$ cat src/rtl/common.sv
// Shared pipeline types for the five-stage RISC-V core.
// The IF/ID payload also serves as the fetch FIFO entry.
package common;

    typedef struct packed {
        logic [31:0] pc;
        logic [31:0] instruction;
    } if_id_type;

    localparam logic [31:0] NOP_INSTR = 32'h0000_0013;

endpackage

$ cat src/rtl/fetch_fifo.sv
// Small circular buffer of fetched {pc, instruction} pairs between memory and IF/ID.
// BUF_DEPTH must be a power of two so the pointers wrap on their own.
module fetch_fifo
    import common::*;
#(
    parameter int BUF_DEPTH = 2
) (
    input  logic                       clk,
    input  logic                       rst_n,
    input  logic                       push_i,
    input  if_id_type                  push_data_i,
    input  logic                       pop_i,
    input  logic                       flush_i,
    output logic [$clog2(BUF_DEPTH):0] count_o,
    output if_id_type                  head_o
);

    localparam int PTR_W = $clog2(BUF_DEPTH);

    if_id_type        mem_q [BUF_DEPTH];
    logic [PTR_W-1:0] rd_ptr_q, rd_ptr_d;
    logic [PTR_W-1:0] wr_ptr_q, wr_ptr_d;
    logic [PTR_W:0]   count_q, count_d;

    always_comb begin
        rd_ptr_d = rd_ptr_q;
        wr_ptr_d = wr_ptr_q;
        count_d  = count_q;
        if (flush_i) begin
            rd_ptr_d = '0;
            wr_ptr_d = '0;
            count_d  = '0;
        end else begin
            if (push_i) wr_ptr_d = wr_ptr_q + PTR_W'(1);
            if (pop_i)  rd_ptr_d = rd_ptr_q + PTR_W'(1);
            case ({push_i, pop_i})
                2'b10:   count_d = count_q + (PTR_W+1)'(1);
                2'b01:   count_d = count_q - (PTR_W+1)'(1);
                default: count_d = count_q;
            endcase
        end
    end

    // NOTE: sequential state uses non-blocking assignments so every flop samples pre-edge values.
    always_ff @(posedge clk or negedge rst_n) begin
        if (!rst_n) begin
            rd_ptr_q <= '0;
            wr_ptr_q <= '0;
            count_q  <= '0;
        end else begin
            rd_ptr_q <= rd_ptr_d;
            wr_ptr_q <= wr_ptr_d;
            count_q  <= count_d;
        end
    end

    // NOTE: storage is not reset; the count alone says which entries are meaningful.
    always_ff @(posedge clk) begin
        if (push_i && !flush_i) mem_q[wr_ptr_q] <= push_data_i;
    end

    assign count_o = count_q;
    assign head_o  = mem_q[rd_ptr_q];

endmodule

$ cat src/rtl/fetch_stage.sv
// Instruction fetch stage: PC, single-outstanding imem handshake, fetch FIFO, IF/ID register.
// Optional fetch-bubble counter on port stall_count when FETCH_STALL_CNT_EN is defined.
module fetch_stage
    import common::*;
#(
    parameter logic [31:0] RESET_PC  = 32'h0000_0000,
    parameter int          BUF_DEPTH = 2
) (
    input  logic        clk,
    input  logic        reset_n,
    output logic        imem_req,
    output logic [31:0] imem_addr,
    input  logic        imem_gnt,
    input  logic        imem_rvalid,
    input  logic [31:0] imem_rdata,
    input  logic        stall,
    input  logic        redirect,
    input  logic [31:0] redirect_pc,
    output if_id_type   if_id,
    output logic        if_id_valid
`ifdef FETCH_STALL_CNT_EN
    ,
    output logic [31:0] stall_count
`endif
);

    localparam int CNT_W = $clog2(BUF_DEPTH) + 1;

    logic [31:0] pc_q, pc_d;
    logic [31:0] out_pc_q, out_pc_d;
    logic        outstanding_q, outstanding_d;
    logic        drop_q, drop_d;
    if_id_type   if_id_q, if_id_d;
    logic        if_id_valid_q, if_id_valid_d;

    logic [CNT_W-1:0] fifo_count;
    if_id_type        fifo_head;
    if_id_type        rsp_entry;
    logic             gnt_fire, rsp, rsp_live, fifo_empty;
    logic             bypass, push, pop;
    logic             unused_redirect_lsbs;

    assign unused_redirect_lsbs = |redirect_pc[1:0];

    // A free FIFO slot is reserved at issue so the returning word can never overflow it.
    assign imem_req   = reset_n && !outstanding_q && (fifo_count < CNT_W'(BUF_DEPTH)) && !redirect;
    assign imem_addr  = pc_q;
    assign gnt_fire   = imem_req && imem_gnt;
    assign rsp        = imem_rvalid && outstanding_q;
    assign rsp_live   = rsp && !drop_q && !redirect;
    assign fifo_empty = (fifo_count == '0);
    assign bypass     = rsp_live && !stall && fifo_empty;
    assign push       = rsp_live && !bypass;
    assign pop        = !redirect && !stall && !fifo_empty;
    assign rsp_entry  = '{pc: out_pc_q, instruction: imem_rdata};

    fetch_fifo #(
        .BUF_DEPTH (BUF_DEPTH)
    ) u_fifo (
        .clk         (clk),
        .rst_n       (reset_n),
        .push_i      (push),
        .push_data_i (rsp_entry),
        .pop_i       (pop),
        .flush_i     (redirect),
        .count_o     (fifo_count),
        .head_o      (fifo_head)
    );

    // NOTE: every next-state variable gets a default first so no latch is inferred.
    always_comb begin
        pc_d          = pc_q;
        out_pc_d      = out_pc_q;
        outstanding_d = outstanding_q;
        drop_d        = drop_q;
        if_id_d       = if_id_q;
        if_id_valid_d = if_id_valid_q;

        if (gnt_fire) begin
            out_pc_d      = pc_q;
            pc_d          = pc_q + 32'd4;
            outstanding_d = 1'b1;
        end
        if (rsp) begin
            outstanding_d = 1'b0;
            drop_d        = 1'b0;
        end

        if (redirect) begin
            pc_d                = {redirect_pc[31:2], 2'b00};
            if_id_valid_d       = 1'b0;
            if_id_d.instruction = NOP_INSTR;
            if (outstanding_q && !rsp) drop_d = 1'b1;
        end else if (!stall) begin
            if (pop) begin
                if_id_d       = fifo_head;
                if_id_valid_d = 1'b1;
            end else if (bypass) begin
                if_id_d       = rsp_entry;
                if_id_valid_d = 1'b1;
            end else begin
                if_id_valid_d       = 1'b0;
                if_id_d.instruction = NOP_INSTR;
            end
        end
    end

    always_ff @(posedge clk or negedge reset_n) begin
        if (!reset_n) begin
            pc_q          <= RESET_PC;
            out_pc_q      <= '0;
            outstanding_q <= 1'b0;
            drop_q        <= 1'b0;
            if_id_q       <= '0;
            if_id_valid_q <= 1'b0;
        end else begin
            pc_q          <= pc_d;
            out_pc_q      <= out_pc_d;
            outstanding_q <= outstanding_d;
            drop_q        <= drop_d;
            if_id_q       <= if_id_d;
            if_id_valid_q <= if_id_valid_d;
        end
    end

    assign if_id       = if_id_q;
    assign if_id_valid = if_id_valid_q;

`ifdef FETCH_STALL_CNT_EN
    logic [31:0] stall_count_q, stall_count_d;

    // A bubble is a cycle decode could have accepted but IF/ID ends up empty.
    always_comb begin
        stall_count_d = stall_count_q;
        if (!stall && !if_id_valid_d && (stall_count_q != '1))
            stall_count_d = stall_count_q + 32'd1;
    end

    always_ff @(posedge clk or negedge reset_n) begin
        if (!reset_n) stall_count_q <= '0;
        else          stall_count_q <= stall_count_d;
    end

    assign stall_count = stall_count_q;
`endif

endmodule

$ cat config.mk
export PLATFORM = sky130hd
export DESIGN_NAME = fetch_stage
export DESIGN_NICKNAME = d
export VERILOG_FILES = /design/src/rtl/common.sv /design/src/rtl/fetch_fifo.sv /design/src/rtl/fetch_stage.sv
export SDC_FILE = /design/constraint.sdc
export NUM_CORES = 1
export LEC_CHECK = 0
export CORE_MARGIN = 2
export CORE_UTILIZATION = 50
export DETAILED_ROUTE_END_ITERATION = 16
export GPL_TIMING_DRIVEN = 1
export PLACE_DENSITY = 0.79
export SETUP_SLACK_MARGIN = 0.1
export SYNTH_ARGS = -nofsm -noshare
export SYNTH_HDL_FRONTEND = slang
export SYNTH_HIERARCHICAL = 1
export SYNTH_SLANG_ARGS = --single-unit
export TNS_END_PERCENT = 10
$ cat constraint.sdc
create_clock -name clk -period 8 [get_ports clk]
set_input_delay 1.6 -clock clk [delete_from_list [all_inputs] [get_ports clk]]
set_output_delay 1.6 -clock clk [all_outputs]
set_load 0.03 [all_outputs]
==> flow_metrics.tcl, run 1 <==
set metrics [dict create \
    grt_setup_unrepaired "false" \
    syn_area_per_cell_sq_um 13.2 \
    drive_gt1_share_pct 12.8 \
    area_growth_pct 24.2 \
    synth_top_family_by_area "multiplexers" \
    gp_congestion 0.865 \
    p_leak_nw 5.49 \
    clock-sinks 259 \
    cts_resized 0 \
    drc 0 \
    clockBufferDepth 3 \
    cts_tree "yes" \
    antenna_found_initial 0 \
    finalSetupViolCount 0 \
    htree_levels 1 \
    synth_xor_area_share_pct 0.322 \
    first_global_vias 7217 \
    finalHoldViolCount 0 \
    drtPass1Iterations 5 \
    max_freq_mhz 202 \
    synth-compound-area-share_pct 8.02 \
    setup.worst_path.class "input pin to primary output" \
    dpl_cell_area_sq_um 12700 \
    insertion_delay_ps 530 \
    power_mw 3.43 \
    multi_input_area_sq_um 3390 \
    rows 53 \
    grtUsageTotal_pct 22.0 \
    tightest_slew_ps 1140 \
    final_antenna_net_count 0 \
    synth_simple_gate_area_share_pct 11.0 \
    synth-seq-cells 259 \
    p_per_area_nw_per_um2 254 \
    buffer_ports.inserted 163 \
    postLayoutCellArea_sq_um 13500 \
    synth_top_flop_cell "dfrtp_1" \
    clk_pin_slew_ps 60 \
    async_flop_share_pct 50.6 \
    min_period_ps 4960 \
    slew_violations 0 \
    yosysSeqAreaShare_pct 65.5 \
    nets 1055 \
    tns_ps 0 \
    reg2reg_depth 7 \
    cp_max_fo 61 \
    syn_area_sq_um 10900 \
    post_cts_buffers 0 \
    root_buffer "clkbuf_16" \
    die-area_sq_um 23000 \
    syn_inst 825 \
    synth_edf_count 128 \
    viasPerCell 5.73 \
    fillers 1628 \
    end_kind "primary output" \
    dp_hpwl_microns 15600 \
    min_path_cells 1 \
    dpl.cell_count 1231 \
    overflow 0 \
    worstHoldPathType "flop to flop" \
    die_y_microns 152 \
    yosys.area_share.adder_pct 0.115 \
    synth.area.mux_share_pct 11.3 \
    initialDrtViolationCount 601 \
    core_sq_um 21200 \
    slew_headroom_pct 24.2 \
    timing.final.crit_share_pct 62.0 \
    fin_util_pct 63.7 \
    layoutNonFillerInstCount 1279 \
    crit_required_ps 6400 \
    ys_warn_count 6 \
    yosysUniqueCellTypes 54 \
    cap_violations 0 \
    grt_pass1_wl_microns 39300 \
    wirelength_microns 25300 \
    skew_ps 18.7 \
    startpoint_type "input pin" \
    via_count 7330 \
    initial_utilization_pct 51.3 \
    ir_worst_vdd_v 0.000150 \
    io_pins 168 \
    register_area_sq_um 7130 \
    routedWlPerCell_microns 19.8 \
    critPathArrivalTime_ps 3360 \
    status "finished clean" \
    holdBufCountCts 0 \
    antenna-diode-count 0 \
    cts_buffers 26 \
    grt_max_degree 73 \
    die_w_microns 152 \
]
cell usage in the layout, fill, tap and decap left out, types with 4 or more instances in the layout:
cell / count
a21o_1: 4
a21oi_1: 6
a222oi_1: 29
and2_1: 4
and3_1: 5
and4_1: 5
buf_4: 11
clkbuf_1: 13
clkbuf_16: 27
clkbuf_8: 4
clkdlybuf4s50_1: 161
clkinv_2: 4
conb_1: 6
dfrtp_1: 130
edfxtp_1: 128
inv_1: 36
mux2_2: 16
mux2_4: 50
mux2i_1: 30
nand2_1: 144
nand3_1: 20
nand4_1: 13
nor2_1: 36
nor3_1: 6
o211ai_1: 9
o21ai_0: 41
o22ai_1: 11
o311ai_1: 5
or3_1: 4
critical path, cell delays in order:
cell             delay [ps]
buf_6                   430
nor4b_4                 510
clkdlybuf4s50_1         770
cell usage after synthesis, types with 2 or more instances:
| library cell | instances | area, sq um |
|---|---|---|
| mux2_2 | 16 | 180 |
| dfrtp_1 | 131 | 3280 |
| a21boi_0 | 2 | 15.0 |
| a21o_1 | 4 | 30.0 |
| a222oi_1 | 29 | 290 |
| nor4_1 | 3 | 18.8 |
| clkbuf_1 | 24 | 90.1 |
| o211ai_1 | 9 | 67.6 |
| nor2_1 | 36 | 135 |
| o21ai_0 | 41 | 205 |
| mux2_4 | 50 | 751 |
| a32oi_1 | 2 | 17.5 |
| nand4_1 | 13 | 81.3 |
| nand2_1 | 145 | 544 |
| a22oi_1 | 2 | 15.0 |
| or3_1 | 4 | 25.0 |
| inv_1 | 37 | 139 |
| nor2b_1 | 2 | 12.5 |
| buf_4 | 2 | 15.0 |
| a221o_1 | 3 | 30.0 |
| buf_2 | 14 | 70.1 |
| nand3_1 | 20 | 100 |
| and3b_1 | 2 | 17.5 |
| o22ai_1 | 11 | 68.8 |
| a21oi_1 | 6 | 30.0 |
| and2_1 | 4 | 25.0 |
| and3_1 | 5 | 31.3 |
| xnor2_1 | 3 | 26.3 |
| buf_6 | 8 | 90.1 |
| o311ai_1 | 5 | 43.8 |
| a31o_2 | 2 | 17.5 |
| and4_1 | 5 | 43.8 |
| or4_1 | 2 | 15.0 |
| nor3b_1 | 2 | 15.0 |
| mux2i_1 | 30 | 300 |
| edfxtp_1 | 128 | 3840 |
| nor3_1 | 6 | 30.0 |
power by group:
part / internal, mW / switching [mW]
Sequential: 1.55 / 0.125
Combinational: 0.261 / 0.362
Clock: 0.659 / 0.478
Total: 2.47 / 0.965
metrics by stage:
step / hold WS [ps] / setup slack [ps]
after floorplan: 463 / 2340
after global placement: 461 / 3040
after detailed placement: 465 / 3000
after CTS: 479 / 3010
after global routing: 514 / 2930
final: 476 / 3040
area by class of cell:
cell class	count	share of cell area [%]
sequential	259	52.7
timing repair buffer	174	12.7
tap	275	2.55
clock buffer	44	5.77
inverter	37	1.03
multi-input combinational	486	25.1
clock inverter	4	0.148
layer usage:
layer  routed length [microns]  GRT usage [%]  vias up
li1                          -              -     3338
met1                     10800           31.9     3611
met2                     11900           35.4      348
met3                      2210           3.68       33
met4                       348           4.58        0
met5                         0              0        -
registers in the layout, summed over array words and instances, names as in the netlist:
register,flops
drop_q,1
if_id,64
if_id_valid,1
imem_addr,30
out_pc_q,30
outstanding_q,1
u_fifo/count_o,2
u_fifo/mem_q,128
u_fifo/rd_ptr_q,1
u_fifo/wr_ptr_q,1
final timing paths:
| kind | startpoint | to | slack, ps |
|---|---|---|---|
| worst min register to register | if_id_valid | if_id_valid | 480 |
| worst max-delay path | reset_n | imem_req | 3040 |
| worst max register to register | u_fifo/count_o[1] | u_fifo/count_o[1] | 4980 |
| worst min-delay path | if_id_valid | if_id_valid | 480 |
| min in group asynchronous | reset_n | out_pc_q[26] | 1040 |
| max in group asynchronous | reset_n | u_fifo/rd_ptr_q | 5460 |
kinds of logic (layout without fill, tap and decap cells):
group / count (synthesis) / after routing
other: 1 / 6
flip-flops: 259 / 259
adder cells (fa/ha/maj): 1 / 1
XOR/XNOR: 4 / 4
AO/OA/AOI/OAI: 121 / 121
multiplexers: 96 / 96
AND/OR/NAND/NOR: 258 / 258
buffers and inverters: 85 / 259
(Power assumes the default switching activity.)
==> run 2: changes to the inputs <==
--- a/config.mk
+++ b/config.mk
@@ -6,10 +6,10 @@
 export NUM_CORES = 1
 export LEC_CHECK = 0
 export CORE_MARGIN = 2
-export CORE_UTILIZATION = 50
+export CORE_UTILIZATION = 49
 export DETAILED_ROUTE_END_ITERATION = 16
 export GPL_TIMING_DRIVEN = 1
-export PLACE_DENSITY = 0.79
+export PLACE_DENSITY = 0.81
 export SETUP_SLACK_MARGIN = 0.1
 export SYNTH_ARGS = -nofsm -noshare
 export SYNTH_HDL_FRONTEND = slang
==> constraint.sdc (replaced) <==
create_clock -name clk -period 4.4 [get_ports clk]
set_input_delay 0.88 -clock clk [delete_from_list [all_inputs] [get_ports clk]]
set_output_delay 0.88 -clock clk [all_outputs]
set_load 0.03 [all_outputs]
==> flow_metrics.tcl, run 2 (synthesized netlist as in run 1, its figures left out) <==
set metrics [dict create \
    drtPass1Iterations 6 \
    clock-sinks 259 \
    holdBufCountCts 0 \
    largest_reg_flops 128 \
    drc 0 \
    insertion_delay_ps 530 \
    power_mw 6.39 \
    routedWlPerCell_microns 19.5 \
    r2r_end "imem_addr[10]" \
    status "finished clean" \
    nets 1064 \
    cts_buffers 27 \
    timing.final.crit_share_pct 74.3 \
    ir_worst_vdd_v 0.000261 \
    critPathCapture "imem_req" \
    final_common_cell "clkdlybuf4s50_1" \
    end_kind "primary output" \
    postLayoutCellArea_sq_um 13700 \
    cts_resized 0 \
    post_cts_buffers 0 \
    p_leak_nw 5.57 \
    clk_pin_slew_ps 60 \
    htree_levels 1 \
    finalSetupViolCount 0 \
    viasPerCell 5.74 \
    die-area_sq_um 23400 \
    final_cell_mix "clkdlybuf4s50_1, nand2_1, dfrtp_1" \
    cap_violations 0 \
    rr_startpoint "outstanding_q" \
    antenna_found_initial 1 \
    pre_cts_ws_ps 973 \
    tightest_slew_ps 950 \
    drive_gt1_share_pct 13.7 \
    final_antenna_net_count 0 \
    p_per_area_nw_per_um2 468 \
    area_growth_pct 25.5 \
    reg2reg_depth 5 \
    skew_ps 9.34 \
    grtUsageTotal_pct 21.2 \
    first_global_vias 7419 \
    gp_congestion 0.857 \
    buffer_ports.inserted 163 \
    tns_ps 0 \
    core_sq_um 21800 \
    grt_pass1_wl_microns 39900 \
    via_count 7429 \
    worst_slack_ps 1130 \
    regMostFlops "u_fifo/mem_q" \
    crit_required_ps 3520 \
    min_period_ps 3270 \
    grt_setup_unrepaired "false" \
    clockBufferDepth 3 \
    cts_tree "yes" \
    worstHoldPathType "flop to flop" \
    slew_violations 0 \
    max_freq_mhz 306 \
    initial_utilization_pct 49.8 \
    setup.worst_path.class "input pin to primary output" \
    overflow 0 \
    worstSetupStartpoint "redirect" \
    rows 54 \
    initialDrtViolationCount 745 \
    wirelength_microns 25300 \
    root_buffer "clkbuf_16" \
    finalHoldViolCount 0 \
    fin_util_pct 62.6 \
    grt_max_degree 70 \
    die_y_microns 153 \
    startpoint_type "input pin" \
    die_w_microns 153 \
    dp_hpwl_microns 16100 \
    dpl_cell_area_sq_um 12800 \
    io_pins 168 \
    slew_headroom_pct 36.7 \
    r2r_slack_ps 1880 \
    cp_max_fo 12 \
    critPathArrivalTime_ps 2390 \
]
-- run 2: cell types whose count changed in the layout (fill, tap and decap cells not counted), sizes merged --
cell / change
inv: +1
clkbuf: -5
buf: +8
bufinv: +2
clkinv: +4
diode: +1
-- run 2: how the worst min path moves through the flow --
stage	startpoint	to	slack [ps]	cells past startpoint
after floorplan	out_pc_q[2]	u_fifo/mem_q[0][34]	460	0
after global placement	if_id[4]	if_id[4]	480	1
after detailed placement	if_id[4]	if_id[4]	490	1
after CTS	out_pc_q[7]	u_fifo/mem_q[1][39]	500	0
after global routing	out_pc_q[7]	u_fifo/mem_q[1][39]	520	0
final	if_id_valid	if_id_valid	500	1
-- run 2: cell type report --
class	count	area [sq um]
diodes	1	2.50
clock buffers	39	761
clock inverters	11	103
fillers	1611	8170
inverters	37	139
multi-input cells	486	3390
flip-flops and latches	259	7130
well taps	280	350
repair buffers	182	1780
-- run 2: critical path, cell delays in order --
cell and delay [ps]:
buf_2 200, nor4b_4 530, clkdlybuf4s50_1 770
-- run 2: power by group --
part / switching, mW / total, mW / internal, mW
clock: 0.879 / 2.19 / 1.31
sequential: 0.236 / 3.05 / 2.82
combinational: 0.664 / 1.14 / 0.477
total: 1.78 / 6.39 / 4.61
-- run 2: layer usage --
layer | part of all wire [%] | vias to the layer above | GRT usage [%] | wire, microns
met4 | 1.4 | 0 | 5.11 | 365
met3 | 8.5 | 34 | 4.68 | 2140
met1 | 43 | 3669 | 30.0 | 10800
met2 | 47 | 369 | 33.8 | 12000
met5 | 0 | - | 0 | 0
li1 | - | 3357 | - | -
-- run 2: metrics by stage --
stage	std cells	hold slack, ps
final	1295	496
after detailed placement	1244	487
after global placement	1244	477
after global routing	1294	522
after CTS	1294	499
after floorplan	830	463
==> run 3: changes to the inputs <==
==> constraint.sdc (replaced) <==
create_clock -name clk -period 3 [get_ports clk]
set_input_delay 0.6 -clock clk [delete_from_list [all_inputs] [get_ports clk]]
set_output_delay 0.6 -clock clk [all_outputs]
set_load 0.03 [all_outputs]
==> flow_metrics.tcl, run 3 (synthesized netlist as in run 1, its figures left out) <==
set metrics [dict create \
    clock-sinks 259 \
    cap_violations 0 \
    die-area_sq_um 23400 \
    power_mw 9.29 \
    min_period_ps 2420 \
    path_cells "clkdlybuf4s50_1" \
    critPathArrivalTime_ps 1820 \
    regMostFlops "u_fifo/mem_q" \
    cp_max_fo 8 \
    crit_required_ps 2400 \
    core_sq_um 21800 \
    grt_pass1_wl_microns 41000 \
    htree_levels 1 \
    drive_gt1_share_pct 14.9 \
    cts_resized 0 \
    viasPerCell 5.68 \
    ir_worst_vdd_v 0.000376 \
    post_cts_buffers 0 \
    crit_buf_inv 1 \
    grtUsageTotal_pct 21.7 \
    rows 54 \
    startpoint_type "flop" \
    slowest_delay_ps 740 \
    wirelength_microns 25600 \
    met2WireLength_microns 12200 \
    wl_met3_microns 2100 \
    antenna_found_initial 1 \
    crit_slowest_cell "clkdlybuf4s50_1" \
    buffer_ports.inserted 163 \
    clockBufferDepth 3 \
    crit_family "buffers and inverters" \
    status "finished clean" \
    setup.worst_path.class "flop to primary output" \
    antenna-diode-count 0 \
    io_pins 168 \
    finalHoldViolCount 0 \
    pre_cts_ws_ps 398 \
    worstHoldPathType "input pin to async pin" \
    slew_violations 0 \
    drtPass1Iterations 8 \
    final_cell_mix "clkdlybuf4s50_1, nand2_1, dfrtp_1" \
    die_w_microns 153 \
    slew_headroom_pct 49.0 \
    root_buffer "clkbuf_16" \
    drc 0 \
    first_global_vias 7433 \
    nets 1071 \
    largest_reg_flops 128 \
    grt_max_degree 132 \
    cts_buffers 27 \
    area_growth_pct 26.3 \
    worst_slack_ps 576 \
    met1_length_microns 10900 \
    initial_utilization_pct 49.8 \
    grt_setup_unrepaired "false" \
    routedWlPerCell_microns 19.7 \
    die_y_microns 153 \
    via_count 7395 \
    finalSetupViolCount 0 \
    clk_pin_slew_ps 60 \
    p_per_area_nw_per_um2 676 \
    end_kind "primary output" \
    initialDrtViolationCount 726 \
    p_leak_nw 5.60 \
    holdBufCountCts 0 \
    tns_ps 0 \
    gp_congestion 0.903 \
    final_antenna_net_count 0 \
    r2r_slack_ps 790 \
    final_common_cell "clkdlybuf4s50_1" \
    insertion_delay_ps 530 \
    tightest_slew_ps 765 \
    cts_tree "yes" \
    skew_ps 22.1 \
    max_freq_mhz 412 \
    timing.final.crit_share_pct 80.8 \
    dp_hpwl_microns 16400 \
    overflow 0 \
    dr.max_layer_used "met5" \
]
run 3: cell count changes in the layout (fill, tap and decap cells not counted), moves of 2 or more:
cell	delta
clkinv_1	-2
clkinvlp_4	+3
buf_12	+4
bufinv_16	-2
clkbuf_1	-2
buf_4	+4
run 3: layer usage:
| metal | vias up | track usage (%) |
|---|---|---|
| met1 | 3615 | 30.7 |
| met3 | 48 | 4.11 |
| li1 | 3368 | - |
| met5 | - | 0 |
| met4 | 2 | 5.11 |
| met2 | 362 | 35.2 |
run 3: where the power goes:
| group | internal (mW) | leakage [nW] | switching, mW |
|---|---|---|---|
| Combinational | 0.707 | 2.36 | 0.977 |
| Clock | 1.78 | 0.406 | 1.35 |
| Sequential | 4.13 | 2.83 | 0.343 |
run 3: path summary, 6_finish.rpt:
check	start	to	cells after the start
setup reg to reg	outstanding_q	imem_addr[6]	5
max in group asynchronous	reset_n	u_fifo/rd_ptr_q	2
min in group clk	redirect	u_fifo/rd_ptr_q	2
hold reg to reg	out_pc_q[19]	u_fifo/mem_q[0][51]	0
setup / recovery	imem_addr[17]	imem_addr[17]	1
hold / removal	reset_n	imem_addr[27]	2
run 3: cell type report:
cell class	instances	area, sq um
Timing Repair Buffer	189	1880
Clock buffer	38	767
Tap cell	280	350
Multi-Input combinational cell	486	3410
Clock inverter	12	71.3
Fill cell	1649	8080
Inverter	37	139
Sequential cell	259	7130
run 3: stage by stage:
| stage | utilization [%] | instance area (sq um) | std cells | hold WS (ps) |
|---|---|---|---|---|
| 2_1_floorplan | - | 10900 | 830 | 304 |
| 3_3_place_gp | 59.1 | 12900 | 1251 | 479 |
| 3_5_place_dp | 59.1 | 12900 | 1251 | 487 |
| 4_1_cts | 63.0 | 13700 | 1301 | 256 |
| 5_1_grt | 63.0 | 13700 | 1301 | 287 |
| 6_report | 63.0 | 13700 | 1301 | 203 |
